**src/rtl/seg7_pkg.sv**
```systemverilog
// Shared definitions for the seg7 digit scan logic.
package seg7_pkg;

    localparam int unsigned DIGIT_W = 4;

    typedef enum logic [1:0] {
        SCAN_IDLE  = 2'd0,
        SCAN_BLANK = 2'd1,
        SCAN_SHOW  = 2'd2
    } scan_state_t;

    // Index/counter width that stays at least one bit for degenerate sizes.
    function automatic int unsigned clog2_min1(input int unsigned v);
        return (v > 1) ? $clog2(v) : 1;
    endfunction

endpackage

```
**src/rtl/seg7_slot_timer.sv**
```systemverilog
// Loadable down-counter that measures blanking and show slots.
// o_tc is high while the count sits at zero.
module seg7_slot_timer #(
    parameter int unsigned CNT_W = 4
) (
    input  logic             clk,
    input  logic             rst,
    input  logic             i_clr,
    input  logic             i_load,
    input  logic [CNT_W-1:0] i_load_val,
    output logic             o_tc
);

    logic [CNT_W-1:0] r_count;

    always_ff @(posedge clk or posedge rst) begin
        if (rst) begin
            r_count <= '0;
        end else if (i_clr) begin
            r_count <= '0;
        end else if (i_load) begin
            r_count <= i_load_val;
        end else if (r_count != '0) begin
            r_count <= r_count - CNT_W'(1);
        end
    end

    assign o_tc = (r_count == '0);

endmodule

```
**src/rtl/seg7_scan_scheduler.sv**
```systemverilog
// Scans one frame of digit codes across NUM_DIGITS positions with blanking gaps,
// and double-buffers new frames so they are only committed at a frame boundary.
module seg7_scan_scheduler
    import seg7_pkg::*;
#(
    parameter int unsigned NUM_DIGITS   = 4,
    parameter int unsigned SHOW_CYCLES  = 10000,
    parameter int unsigned BLANK_CYCLES = 16
) (
    input  logic                                 clk,
    input  logic                                 rst,
    input  logic                                 en,
    input  logic                                 wr_valid,
    output logic                                 wr_ready,
    input  logic [DIGIT_W*NUM_DIGITS-1:0]        wr_data,
    input  logic [NUM_DIGITS-1:0]                wr_dp,
    output logic [DIGIT_W-1:0]                   seg_digit,
    output logic                                 seg_dp,
    output logic [NUM_DIGITS-1:0]                digit_en,
    output logic [clog2_min1(NUM_DIGITS)-1:0]    digit_idx,
    output logic                                 frame_done
);

    localparam int unsigned IDX_W   = clog2_min1(NUM_DIGITS);
    localparam int unsigned MAX_CYC = (SHOW_CYCLES > BLANK_CYCLES) ? SHOW_CYCLES : BLANK_CYCLES;
    localparam int unsigned TMR_W   = clog2_min1(MAX_CYC);
    localparam int unsigned DATA_W  = DIGIT_W * NUM_DIGITS;

    localparam logic [IDX_W-1:0] LAST_IDX   = IDX_W'(NUM_DIGITS - 1);
    localparam logic [TMR_W-1:0] SHOW_LOAD  = TMR_W'(SHOW_CYCLES - 1);
    localparam logic [TMR_W-1:0] BLANK_LOAD = TMR_W'(BLANK_CYCLES - 1);

    scan_state_t         r_state;
    scan_state_t         w_state_nxt;
    logic                r_en;
    logic [IDX_W-1:0]    r_idx;
    logic [IDX_W-1:0]    w_idx_nxt;

    logic                w_tmr_clr;
    logic                w_tmr_load;
    logic [TMR_W-1:0]    w_tmr_load_val;
    logic                w_tmr_tc;

    logic [DATA_W-1:0]     r_shadow_data;
    logic [NUM_DIGITS-1:0] r_shadow_dp;
    logic                  r_pending;
    logic [DATA_W-1:0]     r_active_data;
    logic [NUM_DIGITS-1:0] r_active_dp;
    logic [DIGIT_W-1:0]    r_seg_digit;
    logic                  r_seg_dp;

    logic                  w_seg_load;
    logic                  w_frame_end;
    logic                  w_capture;
    logic                  w_commit;
    logic [DIGIT_W-1:0]    w_sel_digit;
    logic                  w_sel_dp;
    logic [NUM_DIGITS-1:0] w_digit_en;

    seg7_slot_timer #(
        .CNT_W (TMR_W)
    ) u_slot_timer (
        .clk        (clk),
        .rst        (rst),
        .i_clr      (w_tmr_clr),
        .i_load     (w_tmr_load),
        .i_load_val (w_tmr_load_val),
        .o_tc       (w_tmr_tc)
    );

    // en is registered so the scan never has an input-to-output combinational path.
    always_ff @(posedge clk or posedge rst) begin
        if (rst) begin
            r_en    <= 1'b0;
            r_state <= SCAN_IDLE;
            r_idx   <= '0;
        end else begin
            r_en    <= en;
            r_state <= w_state_nxt;
            r_idx   <= w_idx_nxt;
        end
    end

    always_comb begin
        w_state_nxt    = r_state;
        w_idx_nxt      = r_idx;
        w_tmr_clr      = 1'b0;
        w_tmr_load     = 1'b0;
        w_tmr_load_val = BLANK_LOAD;
        w_seg_load     = 1'b0;
        if (!r_en) begin
            w_state_nxt = SCAN_IDLE;
            w_idx_nxt   = '0;
            w_tmr_clr   = 1'b1;
        end else begin
            case (r_state)
                SCAN_IDLE: begin
                    w_state_nxt    = SCAN_BLANK;
                    w_idx_nxt      = '0;
                    w_tmr_load     = 1'b1;
                    w_tmr_load_val = BLANK_LOAD;
                end
                SCAN_BLANK: begin
                    if (w_tmr_tc) begin
                        w_state_nxt    = SCAN_SHOW;
                        w_tmr_load     = 1'b1;
                        w_tmr_load_val = SHOW_LOAD;
                        w_seg_load     = 1'b1;
                    end
                end
                SCAN_SHOW: begin
                    if (w_tmr_tc) begin
                        w_state_nxt    = SCAN_BLANK;
                        w_tmr_load     = 1'b1;
                        w_tmr_load_val = BLANK_LOAD;
                        w_idx_nxt      = (r_idx == LAST_IDX) ? '0 : r_idx + IDX_W'(1);
                    end
                end
                default: begin
                    w_state_nxt = SCAN_IDLE;
                    w_idx_nxt   = '0;
                    w_tmr_clr   = 1'b1;
                end
            endcase
        end
    end

    // Digit select and one-hot enable decode from the current index.
    always_comb begin
        w_sel_digit = '0;
        w_sel_dp    = 1'b0;
        w_digit_en  = '0;
        for (int i = 0; i < NUM_DIGITS; i++) begin
            if (r_idx == IDX_W'(i)) begin
                w_sel_digit   = r_active_data[i*DIGIT_W +: DIGIT_W];
                w_sel_dp      = r_active_dp[i];
                w_digit_en[i] = (r_state == SCAN_SHOW);
            end
        end
    end

    assign w_frame_end = r_en && (r_state == SCAN_SHOW) && w_tmr_tc && (r_idx == LAST_IDX);
    assign w_capture   = wr_valid && !r_pending;
    assign w_commit    = r_pending && ((r_state == SCAN_IDLE) || w_frame_end);

    // Shadow/active frame buffers; capture and commit are mutually exclusive via r_pending.
    always_ff @(posedge clk or posedge rst) begin
        if (rst) begin
            r_shadow_data <= '0;
            r_shadow_dp   <= '0;
            r_pending     <= 1'b0;
            r_active_data <= '0;
            r_active_dp   <= '0;
        end else begin
            if (w_capture) begin
                r_shadow_data <= wr_data;
                r_shadow_dp   <= wr_dp;
                r_pending     <= 1'b1;
            end else if (w_commit) begin
                r_active_data <= r_shadow_data;
                r_active_dp   <= r_shadow_dp;
                r_pending     <= 1'b0;
            end
        end
    end

    // Segment code is latched on slot entry and held through blanking.
    always_ff @(posedge clk or posedge rst) begin
        if (rst) begin
            r_seg_digit <= '0;
            r_seg_dp    <= 1'b0;
        end else if (w_seg_load) begin
            r_seg_digit <= w_sel_digit;
            r_seg_dp    <= w_sel_dp;
        end
    end

    assign wr_ready   = !r_pending;
    assign seg_digit  = r_seg_digit;
    assign seg_dp     = r_seg_dp;
    assign digit_en   = w_digit_en;
    assign digit_idx  = r_idx;
    assign frame_done = w_frame_end;

endmodule

```
**config.mk**
```make
export PLATFORM = sky130hd
export DESIGN_NAME = seg7_scan_scheduler
export DESIGN_NICKNAME = d
export VERILOG_FILES = /design/src/rtl/seg7_pkg.sv /design/src/rtl/seg7_slot_timer.sv /design/src/rtl/seg7_scan_scheduler.sv
export SDC_FILE = /design/constraint.sdc
export NUM_CORES = 1
export LEC_CHECK = 0
export ABC_AREA = 1
export CAP_MARGIN = 20
export CORE_MARGIN = 10
export CORE_UTILIZATION = 50
export CTS_BUF_LIST = sky130_fd_sc_hd__clkbuf_4 sky130_fd_sc_hd__clkbuf_8 sky130_fd_sc_hd__clkbuf_16
export DETAILED_ROUTE_END_ITERATION = 7
export PLACE_DENSITY_LB_ADDON = 0.08
export SETUP_SLACK_MARGIN = 0.3
export SLEW_MARGIN = 20
export SYNTH_ARGS = -nofsm -noshare
export SYNTH_HDL_FRONTEND = slang
export SYNTH_SLANG_ARGS = --single-unit
```
**constraint.sdc**
```tcl
create_clock -name clk -period 1.7 [get_ports clk]
set_input_delay 0.255 -clock clk [delete_from_list [all_inputs] [get_ports clk]]
set_output_delay 0.255 -clock clk [all_outputs]
set_load 0.03 [all_outputs]
```
* Yosys cells after proc, flatten, opt, wreduce, memory -nomap -nowiden
Cells that the tools add are included.
Storage, ports and cells: input port bits 24, bits in registers 65
Cells by class: reductions and logical operators 18, bitwise operators 1, eq/ne operators 8, add/subtract/negate cells 2, mux-type cells 35
Operator list (number):
- $mux 14 | 6
- $mux 1 | 16
- $mux 4 | 4
- $logic_not 14->1 | 1
- $reduce_bool 14->1 | 1
- $sub 14x1->14 const B | 1
- $mux 2 | 6
- $eq 2x2->1 const B | 3
- $ne 3x3->1 const B | 2
- $pmux 2 s3 | 1
- $reduce_and 2->1 | 3
- $logic_and 1x1->1 | 5
- $eq 2x1->1 const B | 2
- $logic_not 2->1 | 2
- $pmux 2 s2 | 1
- $reduce_bool 3->1 | 1
- $reduce_or 3->1 | 1
- $add 2x1->2 const B | 1
- $ne 2x2->1 const B | 1
- $pmux 1 s2 | 1
- $reduce_bool 2->1 | 1
- $reduce_or 2->1 | 1
- $logic_not 1->1 | 1
- $logic_or 1x1->1 | 1
- $not 1->1 | 1

* Longest topological paths before layout
Gate-level depths: netlist of the first run.
depth after elaboration 8, mapped depth 10

* Modules after synthesis
Synthesis of the first run repeated with hierarchy kept, for this count alone.
Unflattened totals: cells, all modules 409, area, all modules 3478.3 µm²
Modules (own cells, without submodules):
- seg7_scan_scheduler | area each 2379.8 µm², instances 1, cells an instance 252
- seg7_slot_timer | area each 1098.6 µm², instances 1, cells an instance 157

* Worst setup path after synthesis of the first run
No wires, ideal clock.
kind register to register, start register r_idx[0], in the netlist digit_idx[0], end register r_active_data[6], cell stages (with the launch flop) 9, setup time 0.117 ns, data arrival time 1.731 ns, data required time 1.583 ns, slack -0.148 ns, path through dfrtp_1 ha_1 clkbuf_1 nand2_1 o21ai_4 nand2_4 buf_6 nand2_2 o21ai_2
On the way: cells in the longest elaborated chain, start to end 5
Ends and longest elaborated chain:
- from (decl) | RTL line seg7_scan_scheduler.sv:36 | logic [IDX_W-1:0] r_idx;
- from (signal assigned) | RTL line seg7_scan_scheduler.sv:80 | r_idx <= w_idx_nxt;
- $eq 2x2->1 | RTL line seg7_scan_scheduler.sv:142 | assign w_frame_end = r_en && (r_state == SCAN_SHOW) && w_tmr_tc && (r_idx == LAST_IDX);
- $logic_and 1x1->1 | RTL line seg7_scan_scheduler.sv:142
- $logic_or 1x1->1 | RTL line seg7_scan_scheduler.sv:144 | assign w_commit = r_pending && ((r_state == SCAN_IDLE) || w_frame_end);
- $logic_and 1x1->1 | RTL line seg7_scan_scheduler.sv:144
- $reduce_and 2->1 (no line)
- to (signal assigned) | RTL line seg7_scan_scheduler.sv:160 | r_active_data <= r_shadow_data;
- to (decl) | RTL line seg7_scan_scheduler.sv:47 | logic [DATA_W-1:0] r_active_data;
Every way passes these cells. A chain may end at the register's enable or synchronous reset.

* Worst setup path after layout of the first run
start register u_slot_timer.r_count[8], end register r_idx[0], in the netlist digit_idx[0]
On the way: cells in the longest elaborated chain, start to end 3
Ends and longest elaborated chain:
- from (decl) | RTL line seg7_slot_timer.sv:14 | logic [CNT_W-1:0] r_count;
- from (signal assigned) | RTL line seg7_slot_timer.sv:22 | r_count <= i_load_val;
- from (signal assigned) | RTL line seg7_slot_timer.sv:24 | r_count <= r_count - CNT_W'(1);
- $logic_not 14->1 | RTL line seg7_slot_timer.sv:28 | assign o_tc = (r_count == '0);
- $ne 3x3->1 (no line)
- $reduce_and 2->1 (no line)
Every way passes these cells.

==> results.py, run 1 <==
metrics = {
    "outcome": {
        "status": "complete, but fails checks",
        "violations": "setup timing",
    },
    "synthesis": {
        "ys_seq_area_share_pct": 49.9,
        "syn_area_um2": 3260,
        "ys_ff_latch": 65,
        "syn_avg_cell_area_um2": 8.76,
        "yosysUniqueCellTypes": 30,
        "synth_top_area_share_pct": 49.9,
        "synth_area_leaders": "dfrtp_1, nand2_1, inv_1",
        "syn-num-nets": 405,
        "syn_inst": 372,
        "ys.warnings.count": 0,
        "synth_top_cell_by_area": "dfrtp_1",
    },
    "floorplanning": {
        "die-area_um2": 10100,
        "die_x_um": 101,
        "core-area_um2": 6350,
        "fp.dieH_um": 101,
        "num_io_pins": 37,
        "initial_core_util_pct": 51.3,
        "rows": 29,
    },
    "place": {
        "gp_congestion": 0.864,
        "portBuffers": 36,
        "placed_area_um2": 3860,
        "hpwl_um": 5150,
    },
    "cts": {
        "numCtsBuffers": 9,
        "clock_path_buffers": 2,
        "numClockSinks": 65,
        "clk_pin_slew_ps": 80,
        "cts_tree": "built",
        "htreeDepth": 3,
        "worstSkewPairLatency_ps": 350,
        "root_buffer": "clkbuf_8",
    },
    "worst_setup_path": {
        "setup.worst_path.start": "u_slot_timer.r_count[8]",
        "crit_end": "digit_idx[0]",
        "r2r-end": "digit_idx[0]",
        "timing.reg2reg.setup_slack_ps": -120,
        "crit_family": "simple AND/OR/NAND/NOR gates",
        "critical_path.cell_chain": "nor2_2 > nand2_1 > nor2_4 > nand2_8 > a21oi_1 > nor2_1 > a21oi_1",
        "worstPathRequired_ps": 1940,
        "crit_top_cell": "a21oi_1",
        "slowest_delay_ps": 400,
        "endpoint_kind": "flop",
        "startpoint_type": "flop",
        "crit_type": "flop to flop",
        "arrival_ps": 2060,
        "reg2regPathDepth": 7,
        "crit_slowest_cell": "dfrtp_1",
        "path_buf_inv": 0,
        "timing.rr.start": "u_slot_timer.r_count[8]",
        "worst-path-stages": 7,
        "critical_path_peak_fanout": 6,
    },
    "sta": {
        "max-slew-margin-rel_pct": 68.7,
        "max_freq_mhz": 549,
        "fin_ws_ps": -120,
        "hold_viol": 0,
        "setup_viol_count_final": 12,
        "slew_viol_final": 0,
        "rsz0062_at_grt": "yes",
        "clock_skew_ps": 13.4,
        "fin_crit_sh_pct": 107,
        "totalNegativeSetupSlack_ps": -475,
        "period_needed_ps": 1820,
        "tightest_slew_ps": 470,
    },
    "power_and_ir_drop": {
        "p_per_area_nw_per_um2": 1560,
        "p_total_mw": 7.90,
        "leakagePower_nw": 2.49,
        "irDropWorstVdd_v": 0.00121,
    },
    "layout": {
        "layout_commonest_cell": "dfrtp_1",
        "fin_area_um2": 5060,
        "drive_gt1_share_pct": 45.5,
        "fill_cells": 370,
        "layout.nets": 509,
        "fin_util_pct": 79.7,
        "diodes": 0,
        "area_growth_syn_to_layout_pct": 55.4,
        "final_cell_mix": "dfrtp_1, nand2_1, buf_4",
    },
    "routing": {
        "dr.pass1.iters": 4,
        "routed_wl_um": 9370,
        "drc": 0,
        "drt_first_iter_violations": 131,
        "antenna_left": 0,
        "wl_per_cell_um": 16.8,
        "num_vias": 2893,
        "routed_via_density": 5.18,
    },
    "global_routing": {
        "grt_max_degree": 40,
        "met2_usage_pct": 29.6,
        "antenna_found_initial": 0,
        "top_usage_layer": "met2",
        "met1_usage_pct": 19.2,
        "grt_pass1_vias": 2917,
        "met3_usage_pct": 2.81,
        "grt_pass1_wl_um": 13800,
        "track_usage_pct": 17.0,
        "grt-ovfl-total": 0,
    },
    "worst_hold_path": {
        "min_path_type": "input port to asynchronous set/reset pin",
    },
    "job": {
        "drv_cap": 0,
    },
}
area by class of cell:
class	count	area, µm²	share of cell area, %
tap	77	96.3	1.90
clock inverter	5	77.6	1.53
multi-input combinational	252	1900	37.5
sequential	65	1630	32.2
inverter	47	185	3.66
clock buffer	11	151	2.99
timing repair buffer	101	1020	20.2
Yosys cell counts, drive strengths merged:
| cell type | instances |
|---|---|
| a21oi | 29 |
| buf | 5 |
| clkbuf | 4 |
| dfrtp | 65 |
| ha | 9 |
| inv | 47 |
| mux2 | 4 |
| nand2 | 84 |
| nand3 | 26 |
| nand3b | 1 |
| nand4 | 2 |
| nor2 | 51 |
| nor4 | 1 |
| o211ai | 2 |
| o21a | 2 |
| o21ai | 25 |
| o21bai | 2 |
| o31ai | 2 |
| or2 | 3 |
| xnor2 | 1 |
| xor2 | 7 |
registers in the layout, summed over array words and instances, names as in the netlist:
register              flops
r_state                   2
r_active_dp               4
r_pending                 1
r_shadow_dp               4
r_shadow_data            16
digit_idx                 2
r_active_data            16
r_en                      1
seg_dp                    1
u_slot_timer.r_count     14
seg_digit                 4
through the flow:
step	hold slack, ps	setup WS, ps	instances
CTS	233	-36.5	550
finish	231	-120	558
floorplan	286	103	372
detailed placement	461	36.6	495
global route	265	-231	558
global placement	458	52.9	495
kinds of logic after synthesis:
kind of cell             after synthesis  share of synthesized area [%]
AND/OR/NAND/NOR                      168                           23.6
flip-flops                            65                           49.9
AO/OA/AOI/OAI                         62                           12.3
buffers and inverters                 56                           7.22
adder cells (fa/ha/maj)                9                           3.45
XOR/XNOR                               8                           2.15
multiplexers                           4                           1.38
metal layers:
metal  up-vias  share of wire [%]
li1       1406                  -
met1      1388                 39
met2        71                 54
met3        28                2.9
met4         0                4.4
met5         -                  0
report_power, final:
part	switching, mW	leakage, nW	total, mW	internal, mW
clock	0.613	0.115	1.51	0.901
sequential	0.472	0.785	2.58	2.11
combinational	2.04	1.59	3.80	1.76
how the worst min path moves through the flow:
stage / cells past startpoint / endpoint / slack, ps
6_report: 2 / r_shadow_data[14] / 230
5_1_grt: 2 / r_shadow_data[7] / 270
4_1_cts: 2 / r_shadow_data[6] / 230
3_5_place_dp: 2 / r_active_data[15] / 460
3_3_place_gp: 2 / r_active_data[13] / 460
2_1_floorplan: 0 / r_en / 290
repair_timing:
| item | 4_1_cts | 5_1_grt |
|---|---|---|
| cloned | 5 | 0 |
| hold endpoints to repair | 0 | 0 |
| pin swaps | 22 | 32 |
| hold buffers | 0 | 0 |
| buffers inserted | 34 | 8 |
| resized for setup | 113 | 68 |
| endpoints found under the setup margin | 56 | 51 |
Power figures use the tool's default switching activity.
==> run 2, diff against run 1 <==
Settings changed: CORE_MARGIN 10 to 4, CORE_UTILIZATION 50 to 51, SYNTH_HIERARCHICAL from default to 1.
==> run 2 against run 1 <==
The flow still finishes with violations (setup timing). Final area increased by 2.0%. Largest cell class unchanged. Largest power group unchanged. Critical endpoint is now u_slot_timer/r_count[0]. Routed wire length rose by 1.1%. Clock power barely moved. Sequential cell count unchanged. Critical path type unchanged. Via count grew 9.9%. Register-to-register slack worse by 310 ps. Synthesized area rose by 6.7%. Final cell count is 7.7% higher.
==> results.py, run 2 <==
metrics = {
    "power_and_ir_drop": {
        "p_per_area_nw_per_um2": 2000,
        "p_int_mw": 5.94,
        "irDropWorstVdd_v": 0.00146,
        "swShare_pct": 42.3,
        "p_switching_mw": 4.36,
        "leakagePower_nw": 2.53,
        "pwr-share-comb_pct": 57.9,
        "p_seq_share_pct": 27.3,
        "p_total_mw": 10.3,
        "p_clk_share_pct": 14.8,
    },
    "sta": {
        "slew_viol_final": 0,
        "clock_skew_ps": 9.26,
        "setup_viol_count_final": 45,
        "hold_viol": 0,
        "holdWs_ps": 286,
        "rsz0062_at_grt": "yes",
        "fin_crit_sh_pct": 125,
        "period_needed_ps": 2130,
        "fin_ws_ps": -426,
        "max_freq_mhz": 470,
    },
    "global_routing": {
        "grt_pass1_wl_um": 14500,
        "track_usage_pct": 22.2,
        "grt-ovfl-total": 0,
        "grt_max_degree": 52,
        "antenna_found_initial": 0,
        "grt_pass1_vias": 3145,
    },
    "layout": {
        "diodes": 0,
        "fill_cells": 403,
        "area_growth_syn_to_layout_pct": 48.4,
        "final_cell_mix": "nand2_1, dfrtp_1, buf_4",
        "top_regs": "r_active_data: 16 flops, r_shadow_data: 16 flops, u_slot_timer/r_count: 14 flops",
        "drive_gt1_share_pct": 41.8,
        "layout.nets": 553,
        "fin_cells": 601,
        "layout_commonest_cell": "nand2_1",
    },
    "routing": {
        "top_layer": "met4",
        "met2_length_um": 5020,
        "drc": 0,
        "wl_met1_um": 3700,
        "routed_via_density": 5.29,
        "wl_per_cell_um": 15.8,
        "num_vias": 3179,
        "antenna_left": 0,
        "routed_wl_um": 9470,
        "dr.pass1.iters": 5,
        "wl_met3_um": 356,
        "drt_first_iter_violations": 113,
    },
    "floorplanning": {
        "rows": 29,
        "initial_core_util_pct": 53.6,
        "core-area_um2": 6490,
        "fp.dieH_um": 90.6,
        "die-area_um2": 8210,
        "die_x_um": 90.6,
        "num_io_pins": 37,
    },
    "worst_setup_path": {
        "arrival_ps": 2400,
        "endpoint_kind": "flop",
        "worstPathRequired_ps": 1970,
        "crit_top_cell": "nor2_4",
        "critical_path.cell_chain": "inv_2 > ha_4 > inv_4 > nor2_4 > nand4_1 > nor3_2 > buf_4 > a21oi_4 > nor2_4 > clkinvlp_4 > a211oi_2 > nand2_1 > o21ai_1",
        "slowest_delay_ps": 400,
        "crit_slowest_cell": "dfrtp_1",
        "crit_type": "flop to flop",
        "startpoint_type": "flop",
        "critical_path_peak_fanout": 4,
    },
    "outcome": {
        "violations": "setup timing",
        "status": "complete, but fails checks",
    },
    "synthesis": {
        "synth_area_leaders": "dfrtp_1, nand2_1, nand3_1",
        "yosysMostFrequentCell": "nand2_1",
        "ys_top_cells_by_count": "nand2_1, dfrtp_1, nand3_1",
        "yosysUniqueCellTypes": 34,
        "syn_avg_cell_area_um2": 8.50,
        "syn_area_um2": 3480,
        "ys_seq_area_share_pct": 46.8,
        "syn_inst": 409,
        "synth_top_area_share_pct": 46.8,
        "synth_edf_count": 0,
        "synthFlopType": "dfrtp_1",
        "ys_async_sr_fraction_pct": 100,
        "ys_ff_latch": 65,
        "synth_top_cell_by_area": "dfrtp_1",
        "ys.warnings.count": 6,
    },
    "cts": {
        "clock_path_buffers": 2,
        "numCtsBuffers": 9,
        "root_buffer": "clkbuf_8",
        "worstSkewPairLatency_ps": 350,
        "cts_tree": "built",
        "ctsHoldBuffers": 0,
        "numClockSinks": 65,
        "clk_pin_slew_ps": 80,
        "htreeDepth": 3,
    },
    "place": {
        "dp.cells": 558,
        "hpwl_um": 5610,
        "portBuffers": 36,
        "gp_congestion": 0.940,
    },
    "job": {
        "drv_cap": 0,
    },
    "worst_hold_path": {
        "min_path_type": "input port to asynchronous set/reset pin",
    },
}
## run 2: per-stage QoR
step / setup slack, ps / utilization (%) / setup TNS, ps / instance area [µm²]
2_1_floorplan: -301 / - / -6070 / 3590
3_3_place_gp: -251 / 65.6 / -6350 / 4260
3_5_place_dp: -337 / 65.6 / -9460 / 4260
4_1_cts: -388 / 75.6 / -12250 / 4910
5_1_grt: -581 / 79.5 / -21580 / 5160
6_report: -426 / 79.5 / -15280 / 5160
## run 2: metal layers
| layer | vias up | track usage [%] |
|---|---|---|
| met5 | - | 0 |
| met1 | 1529 | 25.7 |
| met2 | 92 | 39.0 |
| met3 | 38 | 4.42 |
| li1 | 1520 | - |
| met4 | 0 | 11.1 |
## run 2: cell type report
type | instances | area, µm² | area share [%]
multi-input combinational | 306 | 2030 | 39.3
sequential | 65 | 1630 | 31.6
timing repair buffer | 100 | 1030 | 19.9
inverter | 36 | 141 | 2.74
clock buffer | 10 | 138 | 2.67
tap | 77 | 96.3 | 1.87
clock inverter | 6 | 90.1 | 1.75
timing repair inverter | 1 | 7.51 | 0.145
## run 2: worst max-delay path, delay by kind of cell (launching register included)
family	cells	cell delay, ps
AOI/OAI and AO/OA	3	340
adders and majority gates	1	140
DFF	1	400
buffers and inverters	4	480
and+or+nand+nor	5	690
## run 2: logic make-up after synthesis
group	Yosys count	share of synthesized area, %
AO/OA/AOI/OAI	31	5.43
XOR/XNOR	1	0.252
adder cells (fa/ha/maj)	10	3.60
buffers and inverters	48	6.58
flip-flops	65	46.8
multiplexers	20	6.47
other	2	0.216
AND/OR/NAND/NOR	232	30.7
## run 2: final timing paths
check,cells past startpoint,end,from,slack [ps]
min,3,u_slot_timer/r_count[9],rst,290
min in group clk,1,r_en,en,340
max reg2reg,13,u_slot_timer/r_count[0],u_slot_timer/r_count[0],-430
min reg2reg,2,seg_digit[1],seg_digit[1],480
max in group asynchronous,3,digit_idx[0],rst,1100
max,13,u_slot_timer/r_count[0],u_slot_timer/r_count[0],-430
## run 2: power groups by stage
stage	Clock, mW	Combinational (mW)	Sequential (mW)
final	1.53	5.97	2.81
after global routing	1.61	6.46	2.88
after CTS	1.53	5.31	2.71
after detailed placement	0	4.32	2.73
after global placement	0	4.24	2.71
after floorplan	0	2.92	2.80
## run 2: timing repair
| action | in CTS | in global routing |
|---|---|---|
| pin swaps | 24 | 25 |
| resized for setup | 70 | 56 |
| setup endpoints to repair | 57 | 53 |
| gates cloned | 6 | 1 |
| buffers inserted | 15 | 5 |
==> run 3, diff against run 2 <==
Settings changed: CORE_UTILIZATION 51 to 57.
Clock period 1.7 ns to 2.3 ns, I/O delays scaled along.
==> run 3 against run 2 <==
The run now ends clean. Final cell count is 4.5% lower. Non-clock buffer count down 25. Total power fell by 30%. Die area is 9.6% lower. Count of clock-buffer cells in the layout down 1. Sequential power down 26%. Worst hold slack better by 80 ps. Sequential cell count did not move. First-iteration DRC count rose by 71%. Sequential share of layout area is 2.4 points higher. Critical path depth fell by 4. Clock skew decreased by 1.4 ps. Highest routed layer unchanged.
==> results.py, run 3 (same netlist as run 2, synthesis figures left out) <==
metrics = {
    "routing": {
        "num_vias": 3121,
        "wl_per_cell_um": 15.9,
        "dr.pass1.iters": 4,
        "drt_first_iter_violations": 193,
        "drc": 0,
        "routed_wl_um": 9140,
        "routed_via_density": 5.44,
        "antenna_left": 0,
    },
    "sta": {
        "fin_crit_sh_pct": 93.5,
        "setup_viol_count_final": 0,
        "period_needed_ps": 2150,
        "hold_viol": 0,
        "slew_viol_final": 0,
        "clock_skew_ps": 7.82,
        "totalNegativeSetupSlack_ps": 0,
        "max-slew-margin-rel_pct": 62.0,
        "max_freq_mhz": 465,
        "tightest_slew_ps": 569,
        "rsz0062_at_grt": "yes",
    },
    "layout": {
        "top_regs": "r_active_data: 16 flops, r_shadow_data: 16 flops, u_slot_timer/r_count: 14 flops",
        "area_growth_syn_to_layout_pct": 37.9,
        "fin_area_um2": 4800,
        "layout_commonest_cell": "nand2_1",
        "final_cell_mix": "nand2_1, dfrtp_1, nand3_1",
        "diodes": 0,
        "fill_cells": 376,
        "layout.nets": 528,
        "drive_gt1_share_pct": 32.7,
    },
    "outcome": {
        "status": "finished clean",
    },
    "cts": {
        "root_buffer": "clkbuf_8",
        "numCtsBuffers": 9,
        "worstSkewPairLatency_ps": 350,
        "clk_pin_slew_ps": 80,
        "htreeDepth": 3,
        "cts_tree": "built",
        "numClockSinks": 65,
        "ctsHoldBuffers": 0,
        "clock_path_buffers": 2,
    },
    "worst_setup_path": {
        "endpoint_kind": "output pin",
        "critical_path_peak_fanout": 2,
        "arrival_ps": 1810,
        "crit_slowest_cell": "dfrtp_1",
        "timing.reg2reg.setup_slack_ps": 160,
        "slowest_delay_ps": 410,
        "startpoint_type": "flop",
        "critical_path.cell_chain": "inv_2 > ha_4 > inv_4 > nor2_4 > nand4_1 > nor3_4 > nand2_2 > nor2_2 > buf_6",
        "worstPathRequired_ps": 1960,
        "crit_type": "flop to output pin",
        "crit_family": "simple AND/OR/NAND/NOR gates",
        "path_buf_inv": 3,
    },
    "global_routing": {
        "track_usage_pct": 24.1,
        "antenna_found_initial": 0,
        "grt_pass1_wl_um": 14000,
        "grt_max_degree": 52,
        "grt-ovfl-total": 0,
        "grt_pass1_vias": 3082,
    },
    "place": {
        "portBuffers": 36,
        "gp_congestion": 0.910,
        "hpwl_um": 5360,
        "placed_area_um2": 3970,
    },
    "power_and_ir_drop": {
        "p_seq_share_pct": 28.9,
        "p_int_mw": 4.12,
        "pwr-share-comb_pct": 55.6,
        "leakagePower_nw": 2.33,
        "irDropWorstVdd_v": 0.000931,
        "p_clk_share_pct": 15.5,
        "p_switching_mw": 3.12,
        "swShare_pct": 43.1,
        "p_per_area_nw_per_um2": 1510,
    },
    "floorplanning": {
        "rows": 28,
        "core-area_um2": 5920,
        "die_x_um": 86.1,
        "die-area_um2": 7420,
        "fp.dieH_um": 86.1,
        "num_io_pins": 37,
        "initial_core_util_pct": 58.7,
    },
    "worst_hold_path": {
        "min_path_type": "input port to asynchronous set/reset pin",
    },
    "job": {
        "drv_cap": 0,
    },
}
run 3: changes by cell type in the layout (fill, tap and decap cells not counted), moves of 7 or more:
cell,delta
buf_6,-9
nand3_2,-18
clkdlybuf4s50_1,+8
nor2_1,+7
nand3_1,+21
buf_4,-15
run 3: per-layer routing:
metal,vias to the layer above,GRT usage [%],routed length (µm)
met5,-,0,0
met4,0,13.8,289
met3,37,4.03,370
met2,99,43.1,4990
met1,1514,26.9,3490
li1,1471,-,-
run 3: final cells by class:
type	count	area [µm²]	area share, %
clock inverters	7	103	2.14
clock buffers	9	124	2.58
inverters	36	140	2.92
flip-flops and latches	65	1630	34.0
repair buffers	75	771	16.1
multi-input cells	307	1940	40.4
well taps	75	93.8	1.96
run 3: stage by stage:
step	cells	worst slack, ps	hold slack (ps)	util (%)	power (mW)
6_report	574	150	366	81.0	7.23
2_1_floorplan	417	299	234	-	4.19
3_3_place_gp	523	183	456	67.0	4.70
4_1_cts	559	164	379	75.1	6.35
3_5_place_dp	523	81.1	461	67.0	4.80
5_1_grt	574	12.5	395	81.0	7.71
run 3: worst min-delay path, delay by kind of cell:
| family | cells | cell delay, ps |
|---|---|---|
| buffers and inverters | 3 | 760 |
run 3: worst paths after layout:
kind,startpoint,to,cells after the start
max,u_slot_timer/r_count[0],frame_done,9
min,rst,r_active_data[12],3
max reg2reg,u_slot_timer/r_count[0],u_slot_timer/r_count[1],15
min reg2reg,r_active_dp[0],r_active_dp[0],2
max in group asynchronous,rst,u_slot_timer/r_count[2],2
min in group clk,en,r_en,1
run 3: repair_timing:
action                                  CTS  global route
pin swaps                                13            12
buffers inserted                         19            10
endpoints found under the hold margin     0             0
resized for setup                        41            41
endpoints found under the setup margin   40            45
cloned                                    1             5
run 3: power by group through the flow:
stage | sequential, mW | combinational, mW | clock (mW)
final | 2.09 | 4.02 | 1.12
after global routing | 2.14 | 4.39 | 1.18
after CTS | 2.03 | 3.19 | 1.13
after detailed placement | 2.06 | 2.74 | 0
after global placement | 2.04 | 2.67 | 0
after floorplan | 2.07 | 2.13 | 0
